[src/rtl/rr_arb5_if.sv]
// Handshake bundle between the five-source arbiter and its surroundings.
// The arbiter (master) drives the mux select, grant and valid; the
// environment (slave) drives the requests and the downstream handshake.
interface rr_arb5_if;
    logic [4:0] req;
    logic       last;
    logic       ready;
    logic       valid;
    logic [2:0] s;
    logic [4:0] grant;

    modport master (
        input  req,
        input  last,
        input  ready,
        output valid,
        output s,
        output grant
    );

    modport slave (
        output req,
        output last,
        output ready,
        input  valid,
        input  s,
        input  grant
    );
endinterface

[src/rtl/rr_arb5.sv]
// Round-robin arbiter for five packet sources feeding a 5:1 mux.
// A grant is held for one packet: until a beat with last is accepted,
// the beat budget MAXBEATS is used up, or the owner withdraws its request.
// Every release is followed by exactly one arbitration cycle in IDLE.
module rr_arb5 #(
    parameter int MAXBEATS = 16
) (
    input  logic          clk,
    input  logic          rst,
    rr_arb5_if.master     bus
);

    typedef enum logic {
        IDLE,
        BUSY
    } state_t;

    state_t     r_state;
    logic [2:0] r_ptr;
    logic [2:0] r_s;
    logic [4:0] r_grant;
    logic       r_valid;
    logic [7:0] r_beats;

    state_t     w_stateNext;
    logic [2:0] w_ptrNext;
    logic [2:0] w_sNext;
    logic [4:0] w_grantNext;
    logic       w_validNext;
    logic [7:0] w_beatsNext;

    logic       w_found;
    logic [2:0] w_pick;
    logic [2:0] w_cand;
    logic       w_xfer;
    logic [7:0] w_beatsInc;

    // Search requests starting just after the last owner, wrapping 4 -> 0.
    always_comb begin
        w_found = 1'b0;
        w_pick  = 3'd0;
        w_cand  = 3'd0;
        for (int k = 1; k <= 5; k++) begin
            w_cand = 3'((int'(r_ptr) + k) % 5);
            if (!w_found && bus.req[w_cand]) begin
                w_found = 1'b1;
                w_pick  = w_cand;
            end
        end
    end

    // Next state and next registered outputs; release wins over counting.
    always_comb begin
        w_stateNext = r_state;
        w_ptrNext   = r_ptr;
        w_sNext     = r_s;
        w_grantNext = r_grant;
        w_validNext = r_valid;
        w_beatsNext = r_beats;
        w_xfer      = r_valid && bus.ready;
        w_beatsInc  = (r_beats == 8'(MAXBEATS)) ? r_beats : r_beats + 8'd1;

        case (r_state)
            IDLE: begin
                if (w_found) begin
                    w_stateNext = BUSY;
                    w_sNext     = w_pick;
                    w_grantNext = 5'd1 << w_pick;
                    w_validNext = 1'b1;
                    w_beatsNext = 8'd0;
                end else begin
                    w_validNext = 1'b0;
                    w_grantNext = 5'd0;
                end
            end
            BUSY: begin
                if (!bus.req[r_s]) begin
                    w_stateNext = IDLE;
                    w_ptrNext   = r_s;
                    w_validNext = 1'b0;
                    w_grantNext = 5'd0;
                end else if (w_xfer) begin
                    w_beatsNext = w_beatsInc;
                    if (bus.last || (w_beatsInc == 8'(MAXBEATS))) begin
                        w_stateNext = IDLE;
                        w_ptrNext   = r_s;
                        w_validNext = 1'b0;
                        w_grantNext = 5'd0;
                    end
                end
            end
            default: begin
                w_stateNext = IDLE;
                w_validNext = 1'b0;
                w_grantNext = 5'd0;
            end
        endcase
    end

    // State register; reset parks the pointer at 4 so source 0 wins first.
    always_ff @(posedge clk) begin
        if (rst) begin
            r_state <= IDLE;
            r_ptr   <= 3'd4;
            r_s     <= 3'd0;
            r_grant <= 5'd0;
            r_valid <= 1'b0;
            r_beats <= 8'd0;
        end else begin
            r_state <= w_stateNext;
            r_ptr   <= w_ptrNext;
            r_s     <= w_sNext;
            r_grant <= w_grantNext;
            r_valid <= w_validNext;
            r_beats <= w_beatsNext;
        end
    end

    assign bus.valid = r_valid;
    assign bus.s     = r_s;
    assign bus.grant = r_grant;

endmodule
[src/flat_wrapper.sv]
// flat-port wrapper written by rule: the top's interface ports become plain ports
module rr_arb5_flat 
#(
    parameter int MAXBEATS = 16
)
  (clk, rst, bus_req, bus_last, bus_ready, bus_valid, bus_s, bus_grant);
  rr_arb5_if bus_i ();
  input  logic clk;
  input  logic rst;
  input wire logic [$bits(bus_i.req)-1:0] bus_req;
  input wire logic [$bits(bus_i.last)-1:0] bus_last;
  input wire logic [$bits(bus_i.ready)-1:0] bus_ready;
  output wire logic [$bits(bus_i.valid)-1:0] bus_valid;
  output wire logic [$bits(bus_i.s)-1:0] bus_s;
  output wire logic [$bits(bus_i.grant)-1:0] bus_grant;
  assign bus_i.req = bus_req;
  assign bus_i.last = bus_last;
  assign bus_i.ready = bus_ready;
  assign bus_valid = bus_i.valid;
  assign bus_s = bus_i.s;
  assign bus_grant = bus_i.grant;
  rr_arb5 #(.MAXBEATS(MAXBEATS)) u_core (.clk(clk), .rst(rst), .bus(bus_i));
endmodule
[config.mk]
export PLATFORM = sky130hd
export DESIGN_NAME = rr_arb5_flat
export DESIGN_NICKNAME = d
export VERILOG_FILES = /design/src/rtl/rr_arb5_if.sv /design/src/rtl/rr_arb5.sv /design/src/flat_wrapper.sv
export SDC_FILE = /design/constraint.sdc
export NUM_CORES = 1
export LEC_CHECK = 0
export CAP_MARGIN = 20
export CORE_ASPECT_RATIO = 1.25
export CORE_MARGIN = 8
export CORE_UTILIZATION = 35
export CTS_BUF_LIST = sky130_fd_sc_hd__clkbuf_4
export CTS_CLUSTER_DIAMETER = 80
export CTS_CLUSTER_SIZE = 16
export DETAILED_ROUTE_END_ITERATION = 7
export PLACE_DENSITY_LB_ADDON = 0.3
export SLEW_MARGIN = 20
export SYNTH_ARGS = -nofsm -noshare
export SYNTH_HDL_FRONTEND = slang
export SYNTH_SLANG_ARGS = --single-unit
[constraint.sdc]
create_clock -name clk -period 13.63 [get_ports clk]
set_input_delay 1.363 -clock clk [delete_from_list [all_inputs] [get_ports clk]]
set_output_delay 1.363 -clock clk [all_outputs]
set_load 0.01 [all_outputs]
# == Yosys cells after proc, flatten, opt, wreduce, memory -nomap -nowiden ==
# Cells that the tools add are included.
# Widths: inputs -> output; s select.
# op_classes
n_eq_ne,9
n_bitwise,1
div_mod_pow,5
add_sub_neg,6
reduce_logical,14
mux,44
n_lt_le_gt_ge,6
shifts,1
# op_table
operator,n
$mod 32x4->32 const B,5
$mux 8,4
$lt 3x4->1 const B,6
$mux 3,8
$mux 5,4
$bmux 1 s3,6
$mux 1,18
$eq 8x5->1 const B,2
$pmux 8 s2,1
$pmux 5 s2,1
$add 3x2->4 const B,2
$add 3x3->4 const B,2
$add 8x1->8 const B,1
$ne 2x2->1 const B,3
$ne 3x3->1 const B,2
$reduce_and 3->1,2
$logic_and 1x1->1,5
$shl 1x3->5 const A,1
$add 3x1->4 const B,1
$logic_not 1->1,4
$ne 2x1->1 const B,2
$pmux 1 s2,2
$reduce_and 2->1,2
$logic_or 1x1->1,1
$not 1->1,1
# word_totals
inputBits,9
word_cells,92
reg_bits,21

# == Depth between registers and ports, before layout ==
# Gate-level depths: netlist of run 1.
# logic_depth
depth_word,20
mapped_depth,24
mapped_depth_nobuf,19

# == Least setup slack after synthesis of run 1 ==
# OpenSTA, ideal clock, no wires.
# synth_path
kind,reg-to-reg
from,register u_core.r_ptr[0]
to,"register u_core.r_grant[1], in the netlist u_core.bus.grant[1]"
period_less_slack_ns,5.759
t_arrival_ns,5.689
path_buffers,5
path_slack_ns,7.871
path_stages_with_launch,23
path_cell_list,dfxtp_1 -> clkbuf_1 -> buf_2 -> buf_2 -> buf_1 -> inv_1 -> ha_1 -> buf_1 -> inv_1 -> ha_1 -> or3b_2 -> o22ai_1 -> or2_2 -> ha_1 -> nand2b_1 -> o311ai_1 -> a31oi_1 -> mux2_2 -> o221ai_1 -> nor2_2 -> a311o_1 -> or3_1 -> o2bb2ai_1
# synth_via
elab_chain_len,20
word_cells_on_any_way,41
classes_between,add/sub (5); div (5); shift (1); mux (22); reduce/logical (8)
# synth_rtl
item,line,source
"start, declared",rr_arb5.sv:19,logic [2:0] r_ptr;
"start signal, assigned",rr_arb5.sv:111,r_ptr <= w_ptrNext;
$add 3x1->4,rr_arb5.sv:44,w_cand = 3'((int'(r_ptr) + k) % 5);
$mod 32x4->32,rr_arb5.sv:44,
$bmux 1 s3,rr_arb5.sv:45,if (!w_found && bus.req[w_cand]) begin
$mux 1 (implied by the code),rr_arb5.sv:45,
$mux 1,rr_arb5.sv:45,
$logic_not 1->1,rr_arb5.sv:45,
$logic_and 1x1->1,rr_arb5.sv:45,
$mux 1,rr_arb5.sv:45,
[4 not listed],--,
$logic_and 1x1->1,rr_arb5.sv:45,
$mux 1,rr_arb5.sv:45,
$logic_not 1->1,rr_arb5.sv:45,
$logic_and 1x1->1,rr_arb5.sv:45,
$mux 3,rr_arb5.sv:45,
$shl 1x3->5,rr_arb5.sv:68,w_grantNext = 5'd1 << w_pick;
$mux 5 (*),rr_arb5.sv:65,if (w_found) begin
$pmux 5 s2 (*),rr_arb5.sv:63,case (r_state)
"end signal, assigned",rr_arb5.sv:113,r_grant <= w_grantNext;
"end, declared",rr_arb5.sv:21,logic [4:0] r_grant;
# Mark *: on every way between the ends. The rest lies on a longest branch, timed or not. The select of a mux whose other input is x is not followed.
# A chain may end at the register's enable or synchronous reset.

# == Worst setup path after layout of run 1 ==
# Ends and elaborated chain as after synthesis.

==> results of run 1 <==
worst paths after layout:
| kind | start | to | slack (ns) | cells after the start |
|---|---|---|---|---|
| hold reg to reg | u_core.bus.grant[4] | u_core.bus.grant[4] | 0.48 | 2 |
| hold / removal | u_core.bus.grant[4] | u_core.bus.grant[4] | 0.48 | 2 |
| setup reg to reg | u_core.r_ptr[0] | u_core.bus.grant[1] | 7.97 | 18 |
| setup / recovery | u_core.r_ptr[0] | u_core.bus.grant[1] | 7.97 | 18 |
placed cells by master (no fill, tap or decap), types with 5 or more instances in the layout:
master           instances
o221ai_1                 7
and3_1                   6
nor2b_1                 12
nor3b_1                  5
or3_1                    7
o21ai_0                 26
mux2_2                   7
ha_1                    28
nand2_1                 33
mux4_2                   6
nor3_1                   7
mux2i_1                  8
dfxtp_1                 21
xnor2_1                  8
a211oi_1                 7
a21oi_1                 25
inv_1                   24
clkdlybuf4s50_1         17
nand2b_1                 9
nand3_1                 11
nor2_1                  21
registers in the layout, indices dropped and copies added, names as in the netlist:
name / cells
u_core.r_state: 1
u_core.r_beats: 8
u_core.bus.valid: 1
u_core.bus.s: 3
u_core.r_ptr: 3
u_core.bus.grant: 5
logic make-up after synthesis:
logic type,synth area share (%)
AO/OA/AOI/OAI,28.73
XOR/XNOR,3.780
adder cells (fa/ha/maj),11.76
buffers and inverters,5.838
flip-flops,14.11
multiplexers,9.870
AND/OR/NAND/NOR,25.91
per-layer routing:
layer / up-vias / GRT usage (%)
li1: 1457 / -
met1: 1371 / 15.83
met2: 79 / 23.70
met3: 22 / 1.807
met4: 0 / 6.352
met5: - / 0
critical path, cell delays in order (launching register included):
cell,delay (ns)
dfxtp_1,0.33
buf_4,0.37
inv_1,0.18
ha_1,0.69
inv_1,0.29
ha_1,0.30
or3b_2,0.45
o22ai_1,0.21
or2_2,0.20
ha_1,0.13
nand2b_1,0.12
o311ai_1,0.10
a31oi_1,0.46
mux2_2,0.41
o221ai_1,0.38
nor2_2,0.12
a311o_1,0.41
or3_1,0.31
o2bb2ai_1,0.13
final cells by class:
type	instances	area (um2)	share of cell area, %
Multi-Input combinational cell	320	2385	73.85
Sequential cell	21	420.4	13.02
Timing Repair Buffer	18	177.7	5.502
Tap cell	97	121.4	3.758
Inverter	26	97.59	3.022
Clock buffer	3	22.52	0.6974
Clock inverter	1	5.005	0.1550
per-stage QoR:
step | util, % | instance area [um2] | instances | setup WS, ns
floorplan | - | 2979 | 386 | 7.871
global placement | 38.86 | 3202 | 482 | 8.102
detailed placement | 38.86 | 3202 | 482 | 8.035
CTS | 39.19 | 3229 | 486 | 7.960
global route | 39.19 | 3229 | 486 | 7.390
finish | 39.19 | 3229 | 486 | 7.966
power by group:
group | total, mW | switching, mW | leakage (nW) | internal [mW]
Sequential | 0.0864 | 0.0150 | 0.171 | 0.0714
Combinational | 0.400 | 0.232 | 1.07 | 0.169
Clock | 0.0305 | 0.0195 | 0.0177 | 0.0110
==> results.py, run 1 <==
metrics = {
    "run_status": {
        "status": "finished, final reports clean",
    },
    "clocking": {
        "cts_resized": 0,
        "ctsHoldBuffers": 0,
        "clock_tree.htree_level_count": 1,
        "cts_buffer_depth": 2,
        "postCtsSetupRepairBufs": 0,
        "insertion_delay_ns": 0.31,
        "cts_tree": "done",
        "cts_root_buf": "clkbuf_4",
        "clock_sinks": 21,
        "cts_buffers": 3,
        "path_clk_slew_ns": 0.12,
    },
    "synth": {
        "ys_types": 70,
        "yosysWarnings": 0,
        "synth_ff_type": "dfxtp_1",
        "syn_area_mm2": 0.002979,
        "synth_most_common_cell": "nand2_1",
        "seq_area_frac_synth_pct": 14.11,
        "syn_nets": 423,
        "synthTopCellsByCount": "nand2_1 (33), ha_1 (28), o21ai_0 (26), a21oi_1 (25), inv_1 (24)",
        "async_flop_share_pct": 0,
        "synth-edff-count": 0,
        "synth_top_area_cell": "dfxtp_1",
        "ys_top_cells_by_area": "dfxtp_1 (14%), ha_1 (12%), mux4_2 (4.5%), o21ai_0 (4.4%), a21oi_1 (4.2%)",
        "synth.top_cell.area_share_pct": 14.11,
        "ys_ff_latch": 21,
        "synth_cells": 386,
        "avgSynthCellArea_um2": 7.718,
    },
    "worst_setup_path": {
        "worst_setup_path_start_kind": "flop",
        "path_class": "reg -> reg",
        "cp-end-kind": "flop",
        "critPathMaxFanout": 37,
        "critPathRequiredTime_ns": 13.88,
        "arrival_ns": 5.91,
    },
    "cells_and_area": {
        "n_fill_cell": 885,
        "final_nets": 427,
        "syn_to_final_growth_pct": 8.400,
        "antenna_cells": 0,
        "drive_above_1_share_pct": 9.512,
    },
    "global_routing": {
        "grt_first_pass_wirelength_um": 13500,
        "antenna_found_initial": 0,
        "overflow": 0,
        "grt_pass1_vias": 2838,
        "grt_max_degree": 38,
        "globalRouteTotalUtil_pct": 13.51,
    },
    "power_and_ir_drop": {
        "power-per-cell-area_mw_per_mm2": 160.1,
        "ir_drop_mv": 0.09041,
        "leakage_nw": 1.259,
        "fin_total_pwr_mw": 0.5172,
    },
    "die": {
        "core.rowCount": 37,
        "dieWidth_um": 98.52,
        "start_util_pct": 36.15,
        "io_pins": 18,
        "dieHeight_um": 119.2,
        "core_area_mm2": 0.008240,
        "fp.dieArea_mm2": 0.01174,
    },
    "detailed_routing": {
        "met1_length_um": 3396,
        "vias": 2929,
        "routed.top_layer": "met4",
        "firstDrtPassIters": 4,
        "final_antenna_net_count": 0,
        "vias_per_cell": 6.027,
        "met3WireLength_um": 399,
        "wl_per_cell_um": 16.39,
        "drcViolationCount": 0,
        "routed-wl-met2_um": 3910,
        "finalWirelength_um": 7965,
        "drt_iter0_drc": 147,
    },
    "timing": {
        "setup_violations": 0,
        "setup_tns_ns": 0,
        "clock.fmax_mhz": 176.5,
        "fin_crit_sh_pct": 41.56,
        "maxSlewHeadroom_pct": 53.38,
        "max_slew.worst_pin.slew_ns": 0.6984,
        "maxSlewViolCount": 0,
        "whs_ns": 0.4751,
        "rsz0062_at_grt": "no",
        "period_needed_ns": 5.664,
        "skew_ns": 0.004756,
        "finalHoldViolCount": 0,
    },
    "placement": {
        "dp_hpwl_um": 6169,
        "numPortBuffers": 17,
        "gp_congestion": 0.9039,
    },
    "run": {
        "drv_cap": 0,
    },
    "worst_hold_path": {
        "worstHoldPathType": "reg -> reg",
    },
}
(Power assumes the default switching activity.)
==> inputs of run 2 (changes only) <==
- clock period: 13.63 -> 5.47 ns (I/O delays scaled with it)
==> run 2 against run 1 <==
Net effect: via count rose by 3.1%; power rose to 2.6 times the previous value; design area rose by 1.5%; wire length rose by 6.8%; clock-buffer cell count rose by 1; critical endpoint unchanged.
==> results.py, run 2 (synthesized netlist as in run 1, its figures left out) <==
metrics = {
    "detailed_routing": {
        "vias_per_cell": 6.165,
        "drt_iter0_drc": 228,
        "final_antenna_net_count": 0,
        "drcViolationCount": 0,
        "wl_per_cell_um": 17.37,
        "vias": 3021,
        "finalWirelength_um": 8509,
        "firstDrtPassIters": 5,
    },
    "global_routing": {
        "grt_max_degree": 36,
        "grt_first_pass_wirelength_um": 14060,
        "use_met1_pct": 16.13,
        "grt_pass1_vias": 2909,
        "grtUsageMet3_pct": 1.748,
        "grtUsageMet2_pct": 25.15,
        "top_usage_layer": "met2",
        "overflow": 0,
        "antenna_found_initial": 0,
        "globalRouteTotalUtil_pct": 14.10,
    },
    "timing": {
        "clock.fmax_mhz": 197.2,
        "setup_tns_ns": 0,
        "fin_crit_sh_pct": 92.70,
        "max_slew.worst_pin.slew_ns": 0.7184,
        "whs_ns": 0.4711,
        "rsz0062_at_grt": "no",
        "setup_violations": 0,
        "skew_ns": 0.003487,
        "maxSlewHeadroom_pct": 52.04,
        "period_needed_ns": 5.071,
        "finalHoldViolCount": 0,
        "maxSlewViolCount": 0,
    },
    "worst_setup_path": {
        "cp-end-kind": "flop",
        "path_class": "reg -> reg",
        "worst_setup_path_start_kind": "flop",
        "critPathRequiredTime_ns": 5.70,
        "r2r_setup_slack_ns": 0.40,
        "arrival_ns": 5.31,
        "critPathMaxFanout": 11,
    },
    "run": {
        "drv_cap": 0,
    },
    "clocking": {
        "cts_buffer_depth": 2,
        "insertion_delay_ns": 0.30,
        "clock_sinks": 21,
        "ctsHoldBuffers": 0,
        "cts_buffers": 3,
        "postCtsSetupRepairBufs": 0,
        "clock_tree.htree_level_count": 1,
        "cts_root_buf": "clkbuf_4",
        "path_clk_slew_ns": 0.12,
        "cts_tree": "done",
    },
    "worst_hold_path": {
        "worstHoldPathType": "reg -> reg",
    },
    "cells_and_area": {
        "antenna_cells": 0,
        "largest_reg_flops": 8,
        "mostFrequentLayoutCells": "nand2_1 (33), ha_1 (28), o21ai_0 (26), a21oi_1 (25), inv_1 (24)",
        "drive_above_1_share_pct": 11.45,
        "syn_to_final_growth_pct": 10.08,
        "final_common_cell": "nand2_1",
        "regMostFlops": "u_core.r_beats",
        "final_nets": 431,
    },
    "power_and_ir_drop": {
        "leakage_nw": 1.288,
        "power-per-cell-area_mw_per_mm2": 402.9,
        "ir_drop_mv": 0.1812,
        "fin_total_pwr_mw": 1.321,
    },
    "die": {
        "io_pins": 18,
        "dieWidth_um": 98.52,
        "dieHeight_um": 119.2,
        "core_area_mm2": 0.008240,
        "fp.dieArea_mm2": 0.01174,
        "start_util_pct": 36.15,
        "core.rowCount": 37,
    },
    "placement": {
        "gp_congestion": 0.9354,
        "dp_hpwl_um": 6490,
        "numPortBuffers": 17,
    },
    "run_status": {
        "status": "finished, final reports clean",
    },
}
==> run 2: report_power, final <==
part / total (mW) / internal [mW] / switching, mW
clock: 0.0791 / 0.0333 / 0.0458
sequential: 0.216 / 0.178 / 0.0384
combinational: 1.03 / 0.432 / 0.594
==> run 2: area by class of cell <==
type / count / area, um2
Fill cell: 845 / 4961
Multi-Input combinational cell: 320 / 2401
Sequential cell: 21 / 421.7
Timing Repair Buffer: 22 / 207.7
Tap cell: 97 / 121.4
Inverter: 26 / 97.59
Clock buffer: 4 / 30.03
==> run 2: path summary, 6_finish.rpt <==
kind                                          start                   to  cells past startpoint
worst max register to register      u_core.r_ptr[1]  u_core.bus.grant[1]                     17
worst min register to register  u_core.bus.grant[4]  u_core.bus.grant[4]                      2
worst max-delay path                u_core.r_ptr[1]  u_core.bus.grant[1]                     17
worst min-delay path            u_core.bus.grant[4]  u_core.bus.grant[4]                      2
==> run 2: per-stage QoR <==
stage	cells	area [um2]	utilization, %	setup slack, ns
5_1_grt	490	3279	39.80	0.1339
3_3_place_gp	486	3238	39.30	0.3916
2_1_floorplan	386	2988	-	0.07761
4_1_cts	490	3268	39.66	0.2229
6_report	490	3279	39.80	0.3991
3_5_place_dp	486	3238	39.30	0.2624
==> run 2: timing repair <==
action,CTS,global route
hold endpoints to repair,0,0
setup endpoints to repair,0,9
gates resized for setup,0,3
==> run 2: worst max-delay path, stage by stage, from the launching register on <==
cell and delay [ns]:
dfxtp_2 0.46, inv_1 0.19, ha_1 0.50, inv_1 0.22
ha_1 0.28, or3b_2 0.45, o22ai_1 0.18, or2_2 0.19
ha_1 0.14, nand2b_1 0.12, o311ai_1 0.12, a31oi_2 0.39
mux2_2 0.40, o221ai_1 0.38, nor2_2 0.12, a311o_1 0.42
or3_1 0.32, o2bb2ai_1 0.13
==> run 2: layer usage <==
metal	vias up	routed length, um
met1	1436	3594
met2	97	4217
met3	24	429
met5	-	0
li1	1464	-
met4	0	267
